--- config.mk ---
export PLATFORM = sky130hd
export DESIGN_NAME = usb_serial_fifo
export DESIGN_NICKNAME = d
export VERILOG_FILES = /design/src/rtl/usb_serial_fifo.sv
export SDC_FILE = /design/constraint.sdc
export NUM_CORES = 1
export LEC_CHECK = 0
export ABC_AREA = 1
export CAP_MARGIN = 20
export CELL_PAD_IN_SITES_DETAIL_PLACEMENT = 1
export CELL_PAD_IN_SITES_GLOBAL_PLACEMENT = 2
export CORE_ASPECT_RATIO = 0.7
export CORE_MARGIN = 2
export CORE_UTILIZATION = 30
export CTS_CLUSTER_SIZE = 30
export DETAILED_ROUTE_END_ITERATION = 7
export PLACE_DENSITY_LB_ADDON = 0.1
export SKIP_CTS_REPAIR_TIMING = 1
export SLEW_MARGIN = 25
export SYNTH_ARGS = -nofsm -noshare
export SYNTH_HDL_FRONTEND = slang
export SYNTH_SLANG_ARGS = --single-unit
--- constraint.sdc ---
create_clock -name clk -period 2.4 [get_ports clk]
set_clock_uncertainty 0.05 [all_clocks]
set_input_delay 0.6 -clock clk [delete_from_list [all_inputs] [get_ports clk]]
set_output_delay 0.6 -clock clk [all_outputs]
set_load 0.02 [all_outputs]
--- src/rtl/usb_serial_fifo.sv ---
// rtl/usb_serial_fifo.sv - TX/RX byte FIFOs between the bus-side USB registers and the usb_serial core.
module usb_serial_fifo #(
    parameter int DEPTH_LOG2 = 4,
    parameter int GUARD      = 2
) (
    input  logic                  clk,
    input  logic                  reset,
    input  logic                  tx_wr,
    input  logic [7:0]            tx_data,
    output logic                  tx_full,
    output logic [DEPTH_LOG2:0]   tx_count,
    output logic                  tx_overflow,
    input  logic                  rx_rd,
    output logic [7:0]            rx_data,
    output logic                  rx_empty,
    output logic [DEPTH_LOG2:0]   rx_count,
    output logic                  rx_overflow,
    input  logic                  clr_flags,
    input  logic                  uart_tx_ready,
    output logic                  uart_tx_strobe,
    output logic [7:0]            uart_tx_data,
    input  logic                  uart_rx_strobe,
    input  logic [7:0]            uart_rx_data
);

    localparam int DEPTH = 1 << DEPTH_LOG2;
    localparam int GW    = (GUARD < 1) ? 1 : $clog2(GUARD + 1);

    localparam logic [DEPTH_LOG2:0]   LP_FULL = {1'b1, {DEPTH_LOG2{1'b0}}};
    localparam logic [DEPTH_LOG2:0]   LP_CNT1 = {{DEPTH_LOG2{1'b0}}, 1'b1};
    localparam logic [DEPTH_LOG2-1:0] LP_PTR1 = DEPTH_LOG2'(1);
    localparam logic [GW-1:0]         LP_GUARD = GW'(GUARD);
    localparam logic [GW-1:0]         LP_G1    = GW'(1);

    typedef enum logic [1:0] {S_IDLE, S_STROBE, S_GUARD} tx_state_t;

    logic [7:0]            r_tx_mem [DEPTH];
    logic [DEPTH_LOG2-1:0] r_tx_wptr;
    logic [DEPTH_LOG2-1:0] r_tx_rptr;
    logic [DEPTH_LOG2:0]   r_tx_count;
    logic                  r_tx_overflow;
    logic [7:0]            r_uart_tx_data;
    tx_state_t             r_tx_state;
    tx_state_t             w_tx_state_next;
    logic [GW-1:0]         r_guard;
    logic [GW-1:0]         w_guard_next;
    logic                  w_tx_pop;
    logic                  w_tx_push;
    logic                  w_tx_strobe;

    logic [7:0]            r_rx_mem [DEPTH];
    logic [DEPTH_LOG2-1:0] r_rx_wptr;
    logic [DEPTH_LOG2-1:0] r_rx_rptr;
    logic [DEPTH_LOG2:0]   r_rx_count;
    logic                  r_rx_overflow;
    logic [7:0]            r_rx_data;
    logic                  w_rx_pop;
    logic                  w_rx_push;
    logic [DEPTH_LOG2-1:0] w_rx_head;
    logic [DEPTH_LOG2:0]   w_rx_left;

    // uart_tx_ready only matters in IDLE; the guard state lasts GUARD cycles
    always_comb begin
        w_tx_state_next = r_tx_state;
        w_guard_next    = r_guard;
        w_tx_pop        = 1'b0;
        w_tx_strobe     = 1'b0;
        case (r_tx_state)
            S_IDLE: begin
                if (r_tx_count != '0 && uart_tx_ready) begin
                    w_tx_pop        = 1'b1;
                    w_tx_state_next = S_STROBE;
                end
            end
            S_STROBE: begin
                w_tx_strobe     = 1'b1;
                w_guard_next    = LP_GUARD;
                w_tx_state_next = S_GUARD;
            end
            S_GUARD: begin
                if (r_guard <= LP_G1) begin
                    w_guard_next    = '0;
                    w_tx_state_next = S_IDLE;
                end else begin
                    w_guard_next = r_guard - LP_G1;
                end
            end
            default: w_tx_state_next = S_IDLE;
        endcase
    end

    assign w_tx_push = tx_wr && (r_tx_count != LP_FULL || w_tx_pop);

    always_ff @(posedge clk) begin
        if (w_tx_push) begin
            r_tx_mem[r_tx_wptr] <= tx_data;
        end
    end

    always_ff @(posedge clk) begin
        if (reset) begin
            r_tx_wptr      <= '0;
            r_tx_rptr      <= '0;
            r_tx_count     <= '0;
            r_tx_overflow  <= 1'b0;
            r_uart_tx_data <= '0;
            r_tx_state     <= S_IDLE;
            r_guard        <= '0;
        end else begin
            r_tx_state <= w_tx_state_next;
            r_guard    <= w_guard_next;
            if (w_tx_push) begin
                r_tx_wptr <= r_tx_wptr + LP_PTR1;
            end
            if (w_tx_pop) begin
                r_tx_rptr      <= r_tx_rptr + LP_PTR1;
                r_uart_tx_data <= r_tx_mem[r_tx_rptr];
            end
            if (w_tx_push && !w_tx_pop) begin
                r_tx_count <= r_tx_count + LP_CNT1;
            end else if (!w_tx_push && w_tx_pop) begin
                r_tx_count <= r_tx_count - LP_CNT1;
            end
            if (tx_wr && !w_tx_push) begin
                r_tx_overflow <= 1'b1;
            end else if (clr_flags) begin
                r_tx_overflow <= 1'b0;
            end
        end
    end

    assign w_rx_pop  = rx_rd && (r_rx_count != '0);
    assign w_rx_push = uart_rx_strobe && (r_rx_count != LP_FULL || w_rx_pop);
    assign w_rx_head = w_rx_pop ? r_rx_rptr + LP_PTR1 : r_rx_rptr;
    assign w_rx_left = w_rx_pop ? r_rx_count - LP_CNT1 : r_rx_count;

    always_ff @(posedge clk) begin
        if (w_rx_push) begin
            r_rx_mem[r_rx_wptr] <= uart_rx_data;
        end
    end

    // rx_data is the head after this edge; a byte landing in an empty FIFO bypasses the array
    always_ff @(posedge clk) begin
        if (reset) begin
            r_rx_wptr     <= '0;
            r_rx_rptr     <= '0;
            r_rx_count    <= '0;
            r_rx_overflow <= 1'b0;
            r_rx_data     <= '0;
        end else begin
            if (w_rx_push) begin
                r_rx_wptr <= r_rx_wptr + LP_PTR1;
            end
            if (w_rx_pop) begin
                r_rx_rptr <= w_rx_head;
            end
            if (w_rx_left != '0) begin
                r_rx_data <= r_rx_mem[w_rx_head];
            end else if (w_rx_push) begin
                r_rx_data <= uart_rx_data;
            end
            if (w_rx_push && !w_rx_pop) begin
                r_rx_count <= r_rx_count + LP_CNT1;
            end else if (!w_rx_push && w_rx_pop) begin
                r_rx_count <= r_rx_count - LP_CNT1;
            end
            if (uart_rx_strobe && !w_rx_push) begin
                r_rx_overflow <= 1'b1;
            end else if (clr_flags) begin
                r_rx_overflow <= 1'b0;
            end
        end
    end

    assign tx_full        = (r_tx_count == LP_FULL);
    assign tx_count       = r_tx_count;
    assign tx_overflow    = r_tx_overflow;
    assign uart_tx_strobe = w_tx_strobe;
    assign uart_tx_data   = r_uart_tx_data;
    assign rx_data        = r_rx_data;
    assign rx_empty       = (r_rx_count == '0);
    assign rx_count       = r_rx_count;
    assign rx_overflow    = r_rx_overflow;

endmodule
# After elaboration in Yosys (flattened, before gate mapping)
# Memory sizes are Yosys's and may differ from the RTL's. A register that Yosys moved wholly into a read port is not among the register bits.
# Index checks and enable logic that the tools add are counted.
classes:
  addsub: 9
  n_lt_le_gt_ge: 1
  n_eq_ne: 7
  muxes: 23
  n_reduce_logical: 28
ops:
  columns: ["cell", "n"]
  rows:
  - ["$mux W5", 5]
  - ["$add A4 B1 Y4 const B", 4]
  - ["$mux W8", 2]
  - ["$reduce_bool A5 Y1", 3]
  - ["$reduce_bool A2 Y1", 6]
  - ["$add A5 B1 Y5 const B", 2]
  - ["$logic_and A1 B1 Y1", 10]
  - ["$mux W1", 10]
  - ["$ne A5 B5 Y1 const B", 2]
  - ["$sub A5 B1 Y5 const B", 2]
  - ["$mux W2", 3]
  - ["$pmux W2 S3", 1]
  - ["$eq A5 B5 Y1 const B", 1]
  - ["$logic_not A5 Y1", 1]
  - ["$logic_not A1 Y1", 4]
  - ["$mux W4", 1]
  - ["$ne A2 B2 Y1 const B", 2]
  - ["$pmux W2 S2", 1]
  - ["$eq A2 B1 Y1 const B", 1]
  - ["$eq A2 B2 Y1 const B", 1]
  - ["$le A2 B1 Y1 const B", 1]
  - ["$logic_not A2 Y1", 1]
  - ["$logic_or A1 B1 Y1", 2]
  - ["$reduce_and A2 Y1", 1]
  - ["$sub A2 B1 Y2 const B", 1]
word_totals:
  register_bits: 40
  ram_bits: 256
  n_memories: 2
memory_table:
  columns: ["name", "words", "width", "read_ports", "rd_ports_with_merged_regs", "wr", "line", "source"]
  rows:
  - ["r_rx_mem", 16, 8, 1, 0, 1, "51", "logic [7:0] r_rx_mem [DEPTH];"]
  - ["r_tx_mem", 16, 8, 1, 1, 1, "37", "logic [7:0] r_tx_mem [DEPTH];"]

# Logic depth before layout (Yosys ltp)
# Gate-level depths: netlist of the first run.
depth:
  word_depth: 10
  mapped_depth: 17

# Worst setup path before layout of the first run
# Ideal clock, no wire load.
synth_timing:
  path_type: "register to register"
  from: "register r_tx_count[1] (netlist: tx_count[1])"
  to: "register r_tx_count[4] (netlist: tx_count[4])"
  setup_time_ns: 0.130
  arrival_time_ns: 2.708
  required_time_ns: 2.220
  setup_slack_ns: -0.488
  path_stages_with_launch: 18
  n_path_buf: 0
  cell_sequence: "dfxtp_1 > nor4_1 > inv_1 > nor2_1 > nand2_1 > nand2_1 > inv_2 > ha_1 > inv_1 > ha_1 > nand2_1 > nor2_1 > a211oi_1 > nand2_1 > nand2_1 > nor2_1 > o21ai_0 > a21oi_1"
synth_via:
  elab_chain_len: 9
  elab_cells_between_ends: 16
synth_lines:
  columns: ["element", "line", "source"]
  rows:
  - ["start, declared", "40", "logic [DEPTH_LOG2:0] r_tx_count;"]
  - ["start signal, assigned", "120", "r_tx_count <= r_tx_count + LP_CNT1;"]
  - ["start signal, assigned", "122", "r_tx_count <= r_tx_count - LP_CNT1;"]
  - ["$reduce_bool A5 Y1", "70", "if (r_tx_count != '0 && uart_tx_ready) begin"]
  - ["$logic_and A1 B1 Y1", "70", null]
  - ["$mux W1", "70", null]
  - ["$mux W1", "68", "case (r_tx_state)"]
  - ["$logic_or A1 B1 Y1 (*)", "92", "assign w_tx_push = tx_wr && (r_tx_count != LP_FULL || w_tx_pop);"]
  - ["$logic_and A1 B1 Y1 (*)", "92", null]
  - ["net w_tx_push", "48", "logic w_tx_push;"]
  - ["$logic_not A1 Y1", "121", "end else if (!w_tx_push && w_tx_pop) begin"]
  - ["$logic_and A1 B1 Y1", "121", null]
  - ["$reduce_bool A2 Y1 (no line)", null, null]
# Mark *: on every way through the listed nets, which the timed path passes. The rest lies on a longest branch. The select of a mux whose other input is x is not followed.
# A chain may end at the register's enable or synchronous reset.

# Worst setup path after layout of the first run
layout_timing:
  from: "register r_tx_count[2] (netlist: tx_count[2])"
  to: "register r_tx_count[4] (netlist: tx_count[4])"
# The elaborated chain is that of the path after synthesis.

==> results of run 1 <==
-- worst min-delay path, stage by stage, from the launching register on --
cell and delay [ps]:
dfxtp_1 310, nand2_1 60, a21oi_1 50
-- synthesized netlist by cell type (all sizes together), types with 2 or more instances --
cell type  number  share of area
nand3b          8         0.0045
edfxtp        256           0.58
xnor2           5         0.0039
dfxtp          48          0.072
nand3         174          0.067
o22ai          12         0.0057
o211ai         12         0.0068
a21oi          33          0.012
buf            36          0.020
nor2          120          0.035
inv           151          0.043
xor2            4         0.0026
o221ai         20          0.013
nand2         207          0.061
a211oi          2         0.0011
nand4           3         0.0014
o21ai         101          0.039
clkbuf         25         0.0071
ha             21          0.020
-- per-layer routing --
layer / global-route usage / vias to the layer above
met5: 0 / -
met4: 0.0323 / 0
met3: 0.0374 / 39
met2: 0.244 / 205
met1: 0.313 / 4874
li1: - / 4630
-- power by group through the flow --
stage                     logic (W)  clock network (W)  registers [W]
after floorplan             0.00425                  0        0.00665
after global placement      0.00789                  0        0.00645
after detailed placement    0.00793                  0        0.00645
after CTS                   0.00797            0.00529        0.00634
after global routing        0.00891            0.00548        0.00639
final                       0.00807            0.00513        0.00635
-- cells by family after synthesis --
family	count (synthesis)	synth area share
buffers and inverters	213	0.0709
flip-flops	304	0.652
XOR/XNOR	9	0.00651
AND/OR/NAND/NOR	515	0.170
adder cells (fa/ha/maj)	22	0.0213
AO/OA/AOI/OAI	181	0.0792
-- per-stage QoR --
step                utilization  instance area [µm²]  hold WS (ps)  std cells
finish                    0.382                16700           418       2033
floorplan                     -                13300           400       1244
global route              0.382                16700           439       2033
detailed placement        0.354                15500           418       1968
CTS                       0.379                16500           426       2025
global placement          0.354                15500           407       1968
-- flip-flops by register name (all words and copies together) (netlist names) --
register,cells
r_rx_mem,128
r_tx_mem,128
rx_data,8
uart_tx_data,8
rx_count,5
tx_count,5
r_rx_rptr,4
r_rx_wptr,4
r_tx_rptr,4
r_tx_wptr,4
r_guard,2
r_tx_state,2
rx_overflow,1
tx_overflow,1
-- area by class of cell --
cell class | instances | area (µm²)
clock inverters | 13 | 110
multi-input cells | 727 | 3780
fillers | 4833 | 27000
flip-flops and latches | 304 | 8660
repair buffers | 199 | 1820
inverters | 152 | 581
clock buffers | 44 | 960
well taps | 594 | 743
-- final timing paths --
check                                   to                startpoint
setup / recovery  tx_count[4]$_SDFFE_PP0P_  tx_count[2]$_SDFFE_PP0P_
setup reg to reg  tx_count[4]$_SDFFE_PP0P_  tx_count[2]$_SDFFE_PP0P_
hold / removal    rx_overflow$_SDFFE_PP0P_  rx_overflow$_SDFFE_PP0P_
hold reg to reg   rx_overflow$_SDFFE_PP0P_  rx_overflow$_SDFFE_PP0P_
==> results_dict.tcl, run 1 <==
set metrics [dict create \
    pwr-share-comb 0.413 \
    slowest_delay_ps 350 \
    grt_max_degree 42 \
    hold_viol 0 \
    worstPathArrival_ps 2700 \
    cp.required_ps 2750 \
    crit_family "simple AND/OR/NAND/NOR gates" \
    wl_per_cell_um 21.1 \
    leakagePower_nw 6.55 \
    row_count 64 \
    period_needed_ps 2350 \
    netlist-cell-type-count 40 \
    final_common_cell "edfxtp_1" \
    grt_pass1_vias 9652 \
    drive_above_1_share 0.166 \
    start_kind "register" \
    cap_violations 0 \
    p_clk_frac 0.262 \
    path_class "register to register" \
    p_switching_w 0.00733 \
    ant_nets 0 \
    place_congestion 0.792 \
    drt-vias-per-instance 4.79 \
    finalSetupViolCount 0 \
    h-tree-depth 2 \
    overflow 0 \
    min-delay-path-class "register to register" \
    synth_ff_type "edfxtp_1" \
    drt_pass1_iterations 5 \
    routed_wl_um 43000 \
    cts_buffer_depth 3 \
    ys_seq_elements 304 \
    yosysSeqAreaShare 0.652 \
    n_antenna_cell 0 \
    status "complete, no violations" \
    route.detailed.drc 0 \
    drv_slew 0 \
    wl_met1_um 23600 \
    seqPwrFrac 0.325 \
    powerDensity_nw_per_um2 1170 \
    rsz0062_at_grt "yes" \
    hpwl_um 29700 \
    drt-initial-drc-count 698 \
    worst_slack_ps 49.1 \
    met3_length_um 2610 \
    numCtsBuffers 34 \
    async_flop_share 0 \
    route.met2.wl_um 16200 \
    syn_avg_cell_area_um2 10.7 \
    relSlewSlack 0.496 \
    p_int_w 0.0122 \
    path_max_fanout 3 \
    coreArea_um2 43600 \
    port_buffers 53 \
    clk_pin_slew_ps 60 \
    start_util 0.304 \
    fin_crit_sh 0.980 \
    critical_path.slowest_cell "dfxtp_4" \
    cp_num_cells 17 \
    die-area_um2 45900 \
    worst_hold_path.num_cells 2 \
    grt_use_total 0.187 \
    cts_tree "done" \
    syn_inst 1244 \
    power.total_w 0.0196 \
    dr.max_layer_used "met4" \
    netSwitchingFraction 0.375 \
    place_ws_ps -373 \
    ff2ff_path_depth 17 \
    timing.fmax_ghz 0.425 \
    worstSkewPairLatency_ps 520 \
    syn-num-nets 1289 \
    antenna_found_initial 1 \
    r2r_slack_ps 50 \
    syn_to_final_growth_pct 25.6 \
    synth_edf_count 256 \
    cts_sinks 304 \
    pin_count 54 \
    cts_root_buffer "clkbuf_16" \
    path_cells "nor4_4, nand2_1, nand3_2, nand2_1, nand2_2, inv_2, ha_4, inv_6, ha_4, nand2_2, nor2_1, a211oi_2, nand2_1, nand2_1, nor2_2, o21ai_1, a21oi_1" \
    tightest_slew_ps 754 \
    end_kind "register" \
    critPathMostFrequentCell "nand2_1" \
    grt_pass1_wl_um 63500 \
    num_vias 9748 \
    layout_common_cells "256 x edfxtp_1, 201 x nand2_1, 170 x nand3_1" \
    die_y_um 180 \
    tns_ps 0 \
    ir_drop_mv 0.414 \
    final_nets 1463 \
    synth-warning-count 0 \
    synthesis.area_um2 13300 \
    fp.dieW_um 255 \
    crit_buf_inv 2 \
]
Power figures use the tool's default switching activity.
==> run 2: changes to the inputs <==
--- a/config.mk
+++ b/config.mk
@@ -6,6 +6,7 @@
 export NUM_CORES = 1
 export LEC_CHECK = 0
 export ABC_AREA = 1
+export ABC_CLOCK_PERIOD_IN_PS = 2400
 export CAP_MARGIN = 20
 export CELL_PAD_IN_SITES_DETAIL_PLACEMENT = 1
 export CELL_PAD_IN_SITES_GLOBAL_PLACEMENT = 2
==> results of run 2 <==
No change in the layout: final DEF, timing and power equal those of run 1.
==> run 3: changes to the inputs <==
--- a/config.mk
+++ b/config.mk
@@ -6,7 +6,6 @@
 export NUM_CORES = 1
 export LEC_CHECK = 0
 export ABC_AREA = 1
-export ABC_CLOCK_PERIOD_IN_PS = 2400
 export CAP_MARGIN = 20
 export CELL_PAD_IN_SITES_DETAIL_PLACEMENT = 1
 export CELL_PAD_IN_SITES_GLOBAL_PLACEMENT = 2
==> constraint.sdc (replaced) <==
create_clock -name clk -period 2.4 [get_ports clk]
set_clock_uncertainty 0.05 [all_clocks]
set_input_delay 0.72 -clock clk [delete_from_list [all_inputs] [get_ports clk]]
set_output_delay 0.72 -clock clk [all_outputs]
set_load 0.02 [all_outputs]
==> results_dict.tcl, run 3 (synthesis results as in run 1) <==
set metrics [dict create \
    status "finished with violations" \
    failed_checks "setup timing" \
    routed_wl_um 43300 \
    leakagePower_nw 6.71 \
    num_vias 9655 \
    cts_tree "done" \
    ir_drop_mv 0.458 \
    worstSkewPairLatency_ps 530 \
    syn_to_final_growth_pct 26.3 \
    drt-initial-drc-count 764 \
    cap_violations 0 \
    path_max_fanout 3 \
    final_nets 1464 \
    hpwl_um 29800 \
    overflow 0 \
    fin_crit_sh 1.02 \
    timing.fmax_ghz 0.410 \
    period_needed_ps 2440 \
    drv_slew 0 \
    r2r_start "tx_count[2]$_SDFFE_PP0P_" \
    rsz0062_at_grt "yes" \
    place_congestion 0.774 \
    n_fill_cell 4763 \
    finalSetupViolCount 2 \
    worstPathArrival_ps 1670 \
    powerDensity_nw_per_um2 1170 \
    die-area_um2 45900 \
    p_int_w 0.0122 \
    r2r_end "tx_count[3]$_SDFFE_PP0P_" \
    cts_buffer_depth 3 \
    tightest_slew_ps 660 \
    path_class "register to output pin" \
    p_clk_frac 0.269 \
    netSwitchingFraction 0.377 \
    drive_above_1_share 0.172 \
    cts_sinks 304 \
    largestRegisters "r_rx_mem: 128 flops, r_tx_mem: 128 flops" \
    p_switching_w 0.00742 \
    grt_pass1_vias 9843 \
    whs_endpoint "rx_overflow$_SDFFE_PP0P_" \
    antenna_found_initial 1 \
    placed_cell_area_um2 15500 \
    drt_pass1_iterations 5 \
    start_kind "register" \
    ant_nets 0 \
    hold_viol 0 \
    drt-vias-per-instance 4.74 \
    hp-start "rx_overflow$_SDFFE_PP0P_" \
    seqPwrFrac 0.323 \
    r2r_slack_ps 0 \
    die_y_um 180 \
    route.detailed.drc 0 \
    cp.required_ps 1630 \
    grt_pass1_wl_um 64500 \
    grt_use_total 0.190 \
    register_area_um2 8660 \
    whs_ps 411 \
    clk_pin_slew_ps 60 \
    ff2ff_path_depth 15 \
    n_antenna_cell 0 \
    end_kind "output pin" \
    final_common_cell "edfxtp_1" \
    pin_count 54 \
    h-tree-depth 2 \
    min-delay-path-class "register to register" \
    layout_common_cells "256 x edfxtp_1, 200 x nand2_1, 166 x nand3_1" \
    coreArea_um2 43600 \
    start_util 0.304 \
    finalInstanceArea_um2 16700 \
    multi_input_area_um2 3800 \
    wl_per_cell_um 21.3 \
    cts_root_buffer "clkbuf_16" \
    fp.dieW_um 255 \
    numCtsBuffers 35 \
    worst_hold_path.num_cells 2 \
    port_buffers 53 \
    grt_max_degree 51 \
    worst_slack_ps -41.1 \
    row_count 64 \
    relSlewSlack 0.559 \
    pwr-share-comb 0.408 \
]
[run 3: cell types whose count changed in the layout (fill, tap and decap cells not counted), moves of 2 or more]
cell / before / now
clkbuf_1: 4 / 8
clkbuf_8: 5 / 0
clkdlybuf4s50_1: 49 / 39
clkinv_1: 8 / 5
clkinv_2: 3 / 9
dlymetal6s2s_1: 3 / 13
inv_4: 2 / 4
nand3_1: 170 / 166
nand3_2: 2 / 6
[run 3: area by class of cell]
cell class | instances | share of cell area
clock inverters | 19 | 0.0109
repair buffers | 199 | 0.111
inverters | 152 | 0.0347
clock buffers | 44 | 0.0556
flip-flops and latches | 304 | 0.517
well taps | 594 | 0.0444
multi-input cells | 727 | 0.227
[run 3: worst max path at each step]
| stage | depth (start not counted) | to | startpoint | slack (ps) |
|---|---|---|---|---|
| 2_1_floorplan | 17 | tx_count[4]$_SDFFE_PP0P_ | tx_count[0]$_SDFFE_PP0P_ | -10 |
| 3_3_place_gp | 10 | rx_count[2]$_SDFFE_PP0P_ | rx_rd | -510 |
| 3_5_place_dp | 14 | tx_count[3]$_SDFFE_PP0P_ | uart_tx_ready | -500 |
| 4_1_cts | 4 | tx_full | tx_count[0]$_SDFFE_PP0P_ | -480 |
| 5_1_grt | 15 | tx_count[3]$_SDFFE_PP0P_ | tx_count[2]$_SDFFE_PP0P_ | -170 |
| 6_report | 4 | tx_full | tx_count[2]$_SDFFE_PP0P_ | -40 |
[run 3: through the flow]
stage	utilization	instances	setup TNS, ps	setup WS (ps)	power (W)
6_report	0.384	2039	-44.1	-41.1	0.0197
5_1_grt	0.384	2039	-449	-174	0.0209
4_1_cts	0.380	2035	-1470	-484	0.0197
3_5_place_dp	0.355	1972	-78730	-504	0.0144
3_3_place_gp	0.355	1972	-77060	-509	0.0143
2_1_floorplan	-	1244	-12.1	-12.1	0.0109
[run 3: layer usage]
layer	vias to the layer above	track usage	routed length [µm]
li1	4631	-	-
met4	0	0.0316	506
met3	38	0.0307	2330
met5	-	0	0
met1	4788	0.319	24000
met2	198	0.250	16500
[run 3: power groups by stage]
| stage | combinational [W] | clock, W | sequential, W |
|---|---|---|---|
| after CTS | 0.00796 | 0.00545 | 0.00634 |
| after floorplan | 0.00425 | 0 | 0.00665 |
| after detailed placement | 0.00791 | 0 | 0.00645 |
| after global placement | 0.00788 | 0 | 0.00644 |
| after global routing | 0.00887 | 0.00565 | 0.00639 |
| final | 0.00801 | 0.00529 | 0.00635 |
[run 3: critical path: stages (launching register included)]
cell and delay (ps):
dfxtp_4 350, nor4_4 330, inv_2 80, nor2_4 150
dlymetal6s2s_1 250
